### src/rtl/spi_xfer_ctrl.sv
// Multi-byte SPI transaction sequencer in front of a byte-level SPI master.
// Frames a command with chip select, streams one TX byte at a time and returns RX bytes.
module spi_xfer_ctrl #(
  parameter int MAX_BYTES     = 16,
  parameter int CS_SETUP_CLKS = 2,
  parameter int CS_HOLD_CLKS  = 2,
  parameter int CS_GAP_CLKS   = 2,
  localparam int LEN_W        = $clog2(MAX_BYTES + 1)
) (
  input  logic             i_Clk,
  input  logic             i_Rst,
  input  logic             i_Cmd_Valid,
  input  logic [LEN_W-1:0] i_Cmd_Len,
  output logic             o_Cmd_Ready,
  input  logic             i_Abort,
  input  logic [7:0]       i_Tx_Data,
  input  logic             i_Tx_Valid,
  output logic             o_Tx_Ready,
  output logic [7:0]       o_Rx_Data,
  output logic             o_Rx_Valid,
  input  logic             i_Rx_Ready,
  output logic             o_Busy,
  output logic             o_Done,
  output logic             o_Aborted,
  output logic [7:0]       o_M_TX_Byte,
  output logic             o_M_TX_DV,
  input  logic             i_M_TX_Ready,
  input  logic             i_M_RX_DV,
  input  logic [7:0]       i_M_RX_Byte,
  output logic             o_SPI_CS_n
);

  localparam int MAX_SH   = (CS_SETUP_CLKS > CS_HOLD_CLKS) ? CS_SETUP_CLKS : CS_HOLD_CLKS;
  localparam int MAX_CLKS = (MAX_SH > CS_GAP_CLKS) ? MAX_SH : CS_GAP_CLKS;
  localparam int CNT_W    = $clog2(MAX_CLKS + 1);

  typedef enum logic [2:0] {
    IDLE, SETUP, FETCH, WAIT_RX, DELIVER, HOLD, GAP
  } state_t;

  state_t           state_q, state_d;
  logic [CNT_W-1:0] cnt_q, cnt_d;
  logic [LEN_W-1:0] remaining_q, remaining_d;
  logic             abort_pending_q, abort_pending_d;
  logic             cs_n_q, cs_n_d;
  logic             m_tx_dv_q, m_tx_dv_d;
  logic [7:0]       m_tx_byte_q, m_tx_byte_d;
  logic             rx_valid_q, rx_valid_d;
  logic [7:0]       rx_data_q, rx_data_d;
  logic             done_q, done_d;
  logic             aborted_q, aborted_d;

  logic             abort_now;
  logic             tx_hs;
  logic [LEN_W-1:0] len_clamped;

  // A same-cycle abort already counts, so it can block the TX handshake it coincides with.
  assign abort_now   = abort_pending_q | (i_Abort & (state_q != IDLE) & (state_q != GAP));
  assign o_Tx_Ready  = (state_q == FETCH) & i_M_TX_Ready & ~abort_now;
  assign tx_hs       = o_Tx_Ready & i_Tx_Valid;
  assign len_clamped = (i_Cmd_Len > LEN_W'(MAX_BYTES)) ? LEN_W'(MAX_BYTES) : i_Cmd_Len;

  always_comb begin
    state_d         = state_q;
    cnt_d           = cnt_q + CNT_W'(1);
    remaining_d     = remaining_q;
    abort_pending_d = abort_now;
    cs_n_d          = cs_n_q;
    m_tx_dv_d       = 1'b0;
    m_tx_byte_d     = m_tx_byte_q;
    rx_valid_d      = rx_valid_q;
    rx_data_d       = rx_data_q;
    done_d          = 1'b0;
    aborted_d       = 1'b0;

    case (state_q)
      IDLE: begin
        if (i_Cmd_Valid) begin
          if (i_Cmd_Len == '0) begin
            done_d = 1'b1;
          end else begin
            remaining_d = len_clamped;
            cs_n_d      = 1'b0;
            cnt_d       = '0;
            state_d     = SETUP;
          end
        end
      end
      SETUP: begin
        if (abort_now) begin
          cnt_d   = '0;
          state_d = HOLD;
        end else if (cnt_q == CNT_W'(CS_SETUP_CLKS - 1)) begin
          state_d = FETCH;
        end
      end
      FETCH: begin
        if (abort_now) begin
          cnt_d   = '0;
          state_d = HOLD;
        end else if (tx_hs) begin
          m_tx_byte_d = i_Tx_Data;
          m_tx_dv_d   = 1'b1;
          state_d     = WAIT_RX;
        end
      end
      WAIT_RX: begin
        if (i_M_RX_DV) begin
          if (abort_now) begin
            cnt_d   = '0;
            state_d = HOLD;
          end else begin
            rx_data_d  = i_M_RX_Byte;
            rx_valid_d = 1'b1;
            state_d    = DELIVER;
          end
        end
      end
      DELIVER: begin
        if (i_Rx_Ready) begin
          rx_valid_d  = 1'b0;
          remaining_d = remaining_q - LEN_W'(1);
          if ((remaining_q == LEN_W'(1)) || abort_now) begin
            cnt_d   = '0;
            state_d = HOLD;
          end else begin
            state_d = FETCH;
          end
        end else if (abort_now) begin
          rx_valid_d = 1'b0;
          cnt_d      = '0;
          state_d    = HOLD;
        end
      end
      HOLD: begin
        if (cnt_q == CNT_W'(CS_HOLD_CLKS - 1)) begin
          cs_n_d          = 1'b1;
          done_d          = 1'b1;
          aborted_d       = abort_now;
          abort_pending_d = 1'b0;
          cnt_d           = '0;
          state_d         = GAP;
        end
      end
      GAP: begin
        abort_pending_d = 1'b0;
        if (cnt_q == CNT_W'(CS_GAP_CLKS - 1)) begin
          state_d = IDLE;
        end
      end
      default: begin
        state_d = IDLE;
      end
    endcase
  end

  always_ff @(posedge i_Clk) begin
    if (i_Rst) begin
      state_q         <= IDLE;
      cnt_q           <= '0;
      remaining_q     <= '0;
      abort_pending_q <= 1'b0;
      cs_n_q          <= 1'b1;
      m_tx_dv_q       <= 1'b0;
      m_tx_byte_q     <= 8'h00;
      rx_valid_q      <= 1'b0;
      rx_data_q       <= 8'h00;
      done_q          <= 1'b0;
      aborted_q       <= 1'b0;
    end else begin
      state_q         <= state_d;
      cnt_q           <= cnt_d;
      remaining_q     <= remaining_d;
      abort_pending_q <= abort_pending_d;
      cs_n_q          <= cs_n_d;
      m_tx_dv_q       <= m_tx_dv_d;
      m_tx_byte_q     <= m_tx_byte_d;
      rx_valid_q      <= rx_valid_d;
      rx_data_q       <= rx_data_d;
      done_q          <= done_d;
      aborted_q       <= aborted_d;
    end
  end

  assign o_Cmd_Ready = (state_q == IDLE);
  assign o_Busy      = (state_q != IDLE);
  assign o_Done      = done_q;
  assign o_Aborted   = aborted_q;
  assign o_M_TX_Byte = m_tx_byte_q;
  assign o_M_TX_DV   = m_tx_dv_q;
  assign o_Rx_Data   = rx_data_q;
  assign o_Rx_Valid  = rx_valid_q;
  assign o_SPI_CS_n  = cs_n_q;

endmodule

### config.mk
export PLATFORM = sky130hd
export DESIGN_NAME = spi_xfer_ctrl
export DESIGN_NICKNAME = d
export VERILOG_FILES = /design/src/rtl/spi_xfer_ctrl.sv
export SDC_FILE = /design/constraint.sdc
export NUM_CORES = 1
export LEC_CHECK = 0
export CAP_MARGIN = 20
export CORE_ASPECT_RATIO = 1.25
export CORE_MARGIN = 1.5
export CORE_UTILIZATION = 42
export DETAILED_ROUTE_END_ITERATION = 8
export GPL_TIMING_DRIVEN = 1
export PLACE_DENSITY = 0.8
export SETUP_SLACK_MARGIN = 0.2
export SYNTH_ARGS = -nofsm -noshare
export SYNTH_HDL_FRONTEND = slang
export SYNTH_SLANG_ARGS = --single-unit
### constraint.sdc
create_clock -name i_Clk -period 1.6 [get_ports i_Clk]
set_clock_uncertainty 0.1 [all_clocks]
set_input_delay 0.16 -clock i_Clk [delete_from_list [all_inputs] [get_ports i_Clk]]
set_output_delay 0.16 -clock i_Clk [all_outputs]
set_load 0.02 [all_outputs]
After elaboration in Yosys (flattened, before gate mapping)
Index checks and enable logic that the tools add are counted.
W data, S select, Z words.

storage, ports and cells
  logic and storage cells = 102
  memories kept = 0
  bits in read-only memories = 0
  latch bits = 0
  bits of input ports = 29
  output and inout port bits = 24
  bits in writable memories = 0
  register bits after elaboration = 32

cells by class
  $add $sub $neg = 2
  multiplexer cells = 43
  reduce and logical (&&, ||, !) cells = 16
  multiply operators = 0
  $lt $le $gt $ge = 1
  div/mod/pow operators = 0
  bitwise gates (word level) = 10
  equality and inequality tests = 19
  shifts and indexed selects = 0

operators by type and width
  operator               number
  $mux W3                12
  $pmux W3 S7            1
  $mux W5                4
  $mux W2                7
  $ne A2 B2 Y1 const B   7
  $mux W1                13
  $ne A3 B3 Y1 const B   4
  $reduce_and A4 Y1      3
  $pmux W2 S5            1
  $pmux W5 S2            1
  $eq A3 B3 Y1 const B   3
  $pmux W1 S2            4
  $reduce_and A8 Y1      1
  $eq A3 B2 Y1 const B   2
  $reduce_and A3 Y1      2
  $reduce_bool A2 Y1     3
  $reduce_or A3 Y1       2
  $and A1 B1 Y1          5
  $eq A5 B1 Y1 const B   1
  $gt A5 B5 Y1 const B   1
  $logic_not A5 Y1       1
  $sub A5 B1 Y5 const B  1
  $not A1 Y1             4
  $eq A3 B1 Y1 const B   1
  7 further kinds        7

Longest topological paths before layout
Gate-level depths: netlist of run 1.

  depth after elaboration = 10
  gate-level depth with buffers = 7
  gate-level depth less buffers = 6

Worst setup path after synthesis of run 1
No wires, ideal clock.

  path kind = register to register
  from = register state_q[1]
  to = register remaining_q[0]
  setup time = 0.075 ns
  path buffers = 1
  path slack = -0.096 ns
  period minus slack after synthesis = 1.696 ns
  data required time = 1.425 ns
  stages on the path, launching flop included = 6
  arrival time = 1.521 ns
  cell sequence = dfxtp_1 > buf_2 > nor3_4 > o211ai_2 > or4b_1 > a31oi_1

between the ends
  longest elaborated chain between the ends = 3
  elaborated cells between the ends (all ways) = 8

ends and longest elaborated chain
  item                                                                 RTL line  RTL
  from (decl)                                                          41        state_t state_q, state_d;
  from (signal assigned)                                               171       state_q <= state_d;
  $logic_not A3 Y1 (*)                                                 --
  via o_Cmd_Ready                                                      14        output logic o_Cmd_Ready,
  $ne A2 B2 Y1 (no source line) or $reduce_bool A2 Y1 (tied branches)  --
  $reduce_and A4 Y1 (no source line)                                   --
  to (signal assigned)                                                 173       remaining_q <= remaining_d;
  to (decl)                                                            43        logic [LEN_W-1:0] remaining_q, remaining_d;

The timed path passes the listed nets; every way through them passes the cells marked *.
A chain may end at the register's enable or synchronous reset.

Worst setup path in the final report of run 1
  from = register state_q[1]
  to = register state_q[2]

between the ends
  longest elaborated chain between the ends = 9
  elaborated cells between the ends (all ways) = 31

ends and longest elaborated chain
  item                                RTL line  RTL
  $reduce_bool A3 Y1                  58        assign abort_now = abort_pending_q | (i_Abort & (state_q != IDLE) & (state_q != GAP));
  $and A1 B1 Y1 (2 in a row)          58
  $or A1 B1 Y1                        58
  $not A1 Y1 (no source line)         --
  $and A1 B1 Y1                       59        assign o_Tx_Ready = (state_q == FETCH) & i_M_TX_Ready & ~abort_now;
  $and A1 B1 Y1                       60        assign tx_hs = o_Tx_Ready & i_Tx_Valid;
  $ne A3 B3 Y1 (no source line)       --
  $reduce_and A8 Y1 (no source line)  --

Parallel ways exist; a longest one is shown, timed or not.

==> flow_metrics.env, run 1 <==
export IMPL_ys_top_cells_by_count="32 x dfxtp_1, 23 x nor2_1, 19 x mux2i_1"
export IMPL_setup_ws_ns=-0.105
export IMPL_grt_use_met2_pct=41.9
export IMPL_status="complete, but fails checks"
export IMPL_yosys_top_cells_area="dfxtp_1 37%, mux2i_1 11%, nor2_1 5.0%"
export IMPL_synthArstFlopShare_pct=0
export IMPL_grt_usage_pct=24.4
export IMPL_final_nets=321
export IMPL_cts_root_buffer="clkbuf_8"
export IMPL_path_cells="buf_6 -> or4_4 -> o21a_1 -> o211ai_2 -> mux2i_1"
export IMPL_grt_pass1_vias=1807
export IMPL_synthFlopType="dfxtp_1"
export IMPL_fmax_mhz=587
export IMPL_antenna_left=0
export IMPL_num_antenna_cells=0
export IMPL_hpwl_um=3450
export IMPL_drt_wl_total_um=5350
export IMPL_drtPass1Iterations=4
export IMPL_fin_setup_tns_ns=-1.19
export IMPL_top_usage_layer="met2"
export IMPL_period_share_pct=107
export IMPL_worstSetupPathType="reg2reg"
export IMPL_vias_per_cell=5.33
export IMPL_rows=25
export IMPL_worst_pin_slew_ns=0.428
export IMPL_worst_path_max_fanout=5
export IMPL_use_met1_pct=27.0
export IMPL_core_um2=3850
export IMPL_hold_path_class="in2reg"
export IMPL_synth_fp_nets=225
export IMPL_placed_cells=320
export IMPL_slew_headroom_pct=70.7
export IMPL_startpoint="state_q[1]"
export IMPL_port_buffers=52
export IMPL_area_growth_pct=72.9
export IMPL_hold_worst_slack_ns=0.301
export IMPL_power_leakage_nw=1.21
export IMPL_path_clk_slew_ns=0.07
export IMPL_stdcell_count=343
export IMPL_cts_made_buffers=5
export IMPL_netlist_instances=192
export IMPL_drv_slew=0
export IMPL_cpPeakStageDelay_ns=0.49
export IMPL_hold_buffers=0
export IMPL_cts_htree_levels=2
export IMPL_clock_path_buffers=2
export IMPL_yosys_area_top_type="dfxtp_1"
export IMPL_syn_area_um2=1710
export IMPL_grt_met3_usage_pct=7.30
export IMPL_grt_first_pass_wirelength_um=8150
export IMPL_clock_sinks=32
export IMPL_dieArea_um2=4470
export IMPL_grt_max_degree=18
export IMPL_start_util_pct=44.5
export IMPL_min_period_ns=1.70
export IMPL_violations="negative setup slack"
export IMPL_cts_tree="done"
export IMPL_cp_top_family="simple AND/OR/NAND/NOR gates"
export IMPL_synth_edf_count=0
export IMPL_avgRoutedWirePerCell_um=15.6
export IMPL_setup_violations=20
export IMPL_startpoint_type="flop"
export IMPL_synth_most_common_cell="dfxtp_1"
export IMPL_clk_latency_ns=0.29
export IMPL_ioPinCount=53
export IMPL_fin_util_pct=76.9
export IMPL_synth_cell_types=57
export IMPL_crit_cells=5
export IMPL_r2r_start="state_q[1]"
export IMPL_synth_top_area_share_pct=37.5
export IMPL_die_y_um=74.3
export IMPL_drc=0
export IMPL_antenna_found_initial=0
export IMPL_slowest_stage="or4_4"
export IMPL_worst_setup_path_end_kind="flop"
export IMPL_rr_worst_depth=5
export IMPL_drt_iter0_drc=47
export IMPL_worst_ep_arrival_time_ns=1.81
export IMPL_vias=1828
export IMPL_yosys_warnings=0
export IMPL_gp_congestion=0.844
export IMPL_hold_violations=0
export IMPL_ys_seq_area_share_pct=37.5
export IMPL_syn_area_per_cell_um2=8.91
export IMPL_worst_path_buf_inv=1
export IMPL_worstPathRequired_ns=1.70
export IMPL_overflow=0
export IMPL_drive_above_1_share_pct=37.0
export IMPL_maxCapViolCount=0
export IMPL_rsz0062_at_grt="yes"
export IMPL_whs_path_depth=5
export IMPL_power_density_nw_per_um2=1340
export IMPL_worstHoldStart="i_Abort"
export IMPL_die_w_um=60.1
export IMPL_irDropWorstVdd_uv=802
export IMPL_synth_seq_cells=32
-- logic make-up after synthesis --
| logic type | Yosys count | share of synthesized area [%] |
|---|---|---|
| muxes | 19 | 11.1 |
| AOI/OAI and AO/OA | 44 | 18.5 |
| buffers and inverters | 24 | 6.66 |
| and+or+nand+nor | 68 | 22.8 |
| DFF | 32 | 37.5 |
| adders and majority gates | 4 | 2.93 |
| xor gates and xnor gates | 1 | 0.512 |
-- cells in the final DEF (no fill, tap or decap), drive strengths merged, types with 2 or more instances in the layout --
cell            n
dfxtp          32
nor2b           2
nor4            2
a21o            2
o21a            2
nor3            4
a21oi          11
and2            3
o211ai          3
dlygate4sd2    25
clkdlybuf4s50  23
a31oi           4
nand3           8
clkbuf          7
buf            53
nor2           23
a211oi          2
or4             3
mux2i          19
o32ai           2
nand2          11
o21ai           6
ha              4
inv            10
a221oi          2
-- worst paths after layout --
kind,endpoint,slack (ns)
worst max-delay path,state_q[2],-0.10
worst min-delay path,cnt_q[1],0.30
worst max register to register,state_q[2],-0.10
worst min register to register,cnt_q[0],0.37
-- report_power, final --
part	switching (mW)	internal [mW]
clock	0.316	0.349
sequential	0.137	0.922
combinational	1.04	1.21
total	1.49	2.49
-- final cells by class --
type	count	area [um2]
multi-input cells	136	1140
fillers	264	890
flip-flops and latches	32	654
repair buffers	102	960
inverters	11	41.3
clock buffers	7	86.3
well taps	54	67.6
clock inverters	1	7.51
-- sequential cells by signal, summed over array words and instances (netlist names) --
signal,count
o_M_TX_Byte,8
o_Rx_Data,8
remaining_q,5
state_q,3
cnt_q,2
abort_pending_q,1
o_Aborted,1
o_Done,1
o_M_TX_DV,1
o_Rx_Valid,1
o_SPI_CS_n,1
-- stage by stage --
stage / setup WS, ns / instance area, um2 / total power, mW
floorplan: 0.00530 / 1780 / 2.06
global placement: -0.453 / 2540 / 2.61
detailed placement: -0.483 / 2540 / 2.64
CTS: -0.0935 / 2780 / 3.59
global route: -0.167 / 2960 / 4.18
finish: -0.105 / 2960 / 3.97
-- worst reg2reg max path, cell delays in order, from the launching register on --
cell	delay (ns)
dfxtp_4	0.36
buf_6	0.13
or4_4	0.49
o21a_1	0.16
o211ai_2	0.13
mux2i_1	0.24
-- repair_timing --
item	4_1_cts	5_1_grt
setup endpoints to repair	55	34
gates resized for setup	77	29
cloned	1	0
setup buffers	6	8
pin swaps	16	15
-- per-layer routing --
metal / wire length, um / vias to the layer above / share of wire (%)
li1: - / 886 / -
met1: 2110 / 864 / 39
met2: 2780 / 66 / 52
met3: 328 / 12 / 6.1
met4: 126 / 0 / 2.4
met5: 0 / - / 0
No activity file was read; power rests on OpenSTA's default activity.
==> run 2, diff against run 1 <==
Settings changed: RECOVER_POWER from default to 50.
==> results of run 2 <==
Same layout as run 1: the final DEF is identical, and so are final timing and power.
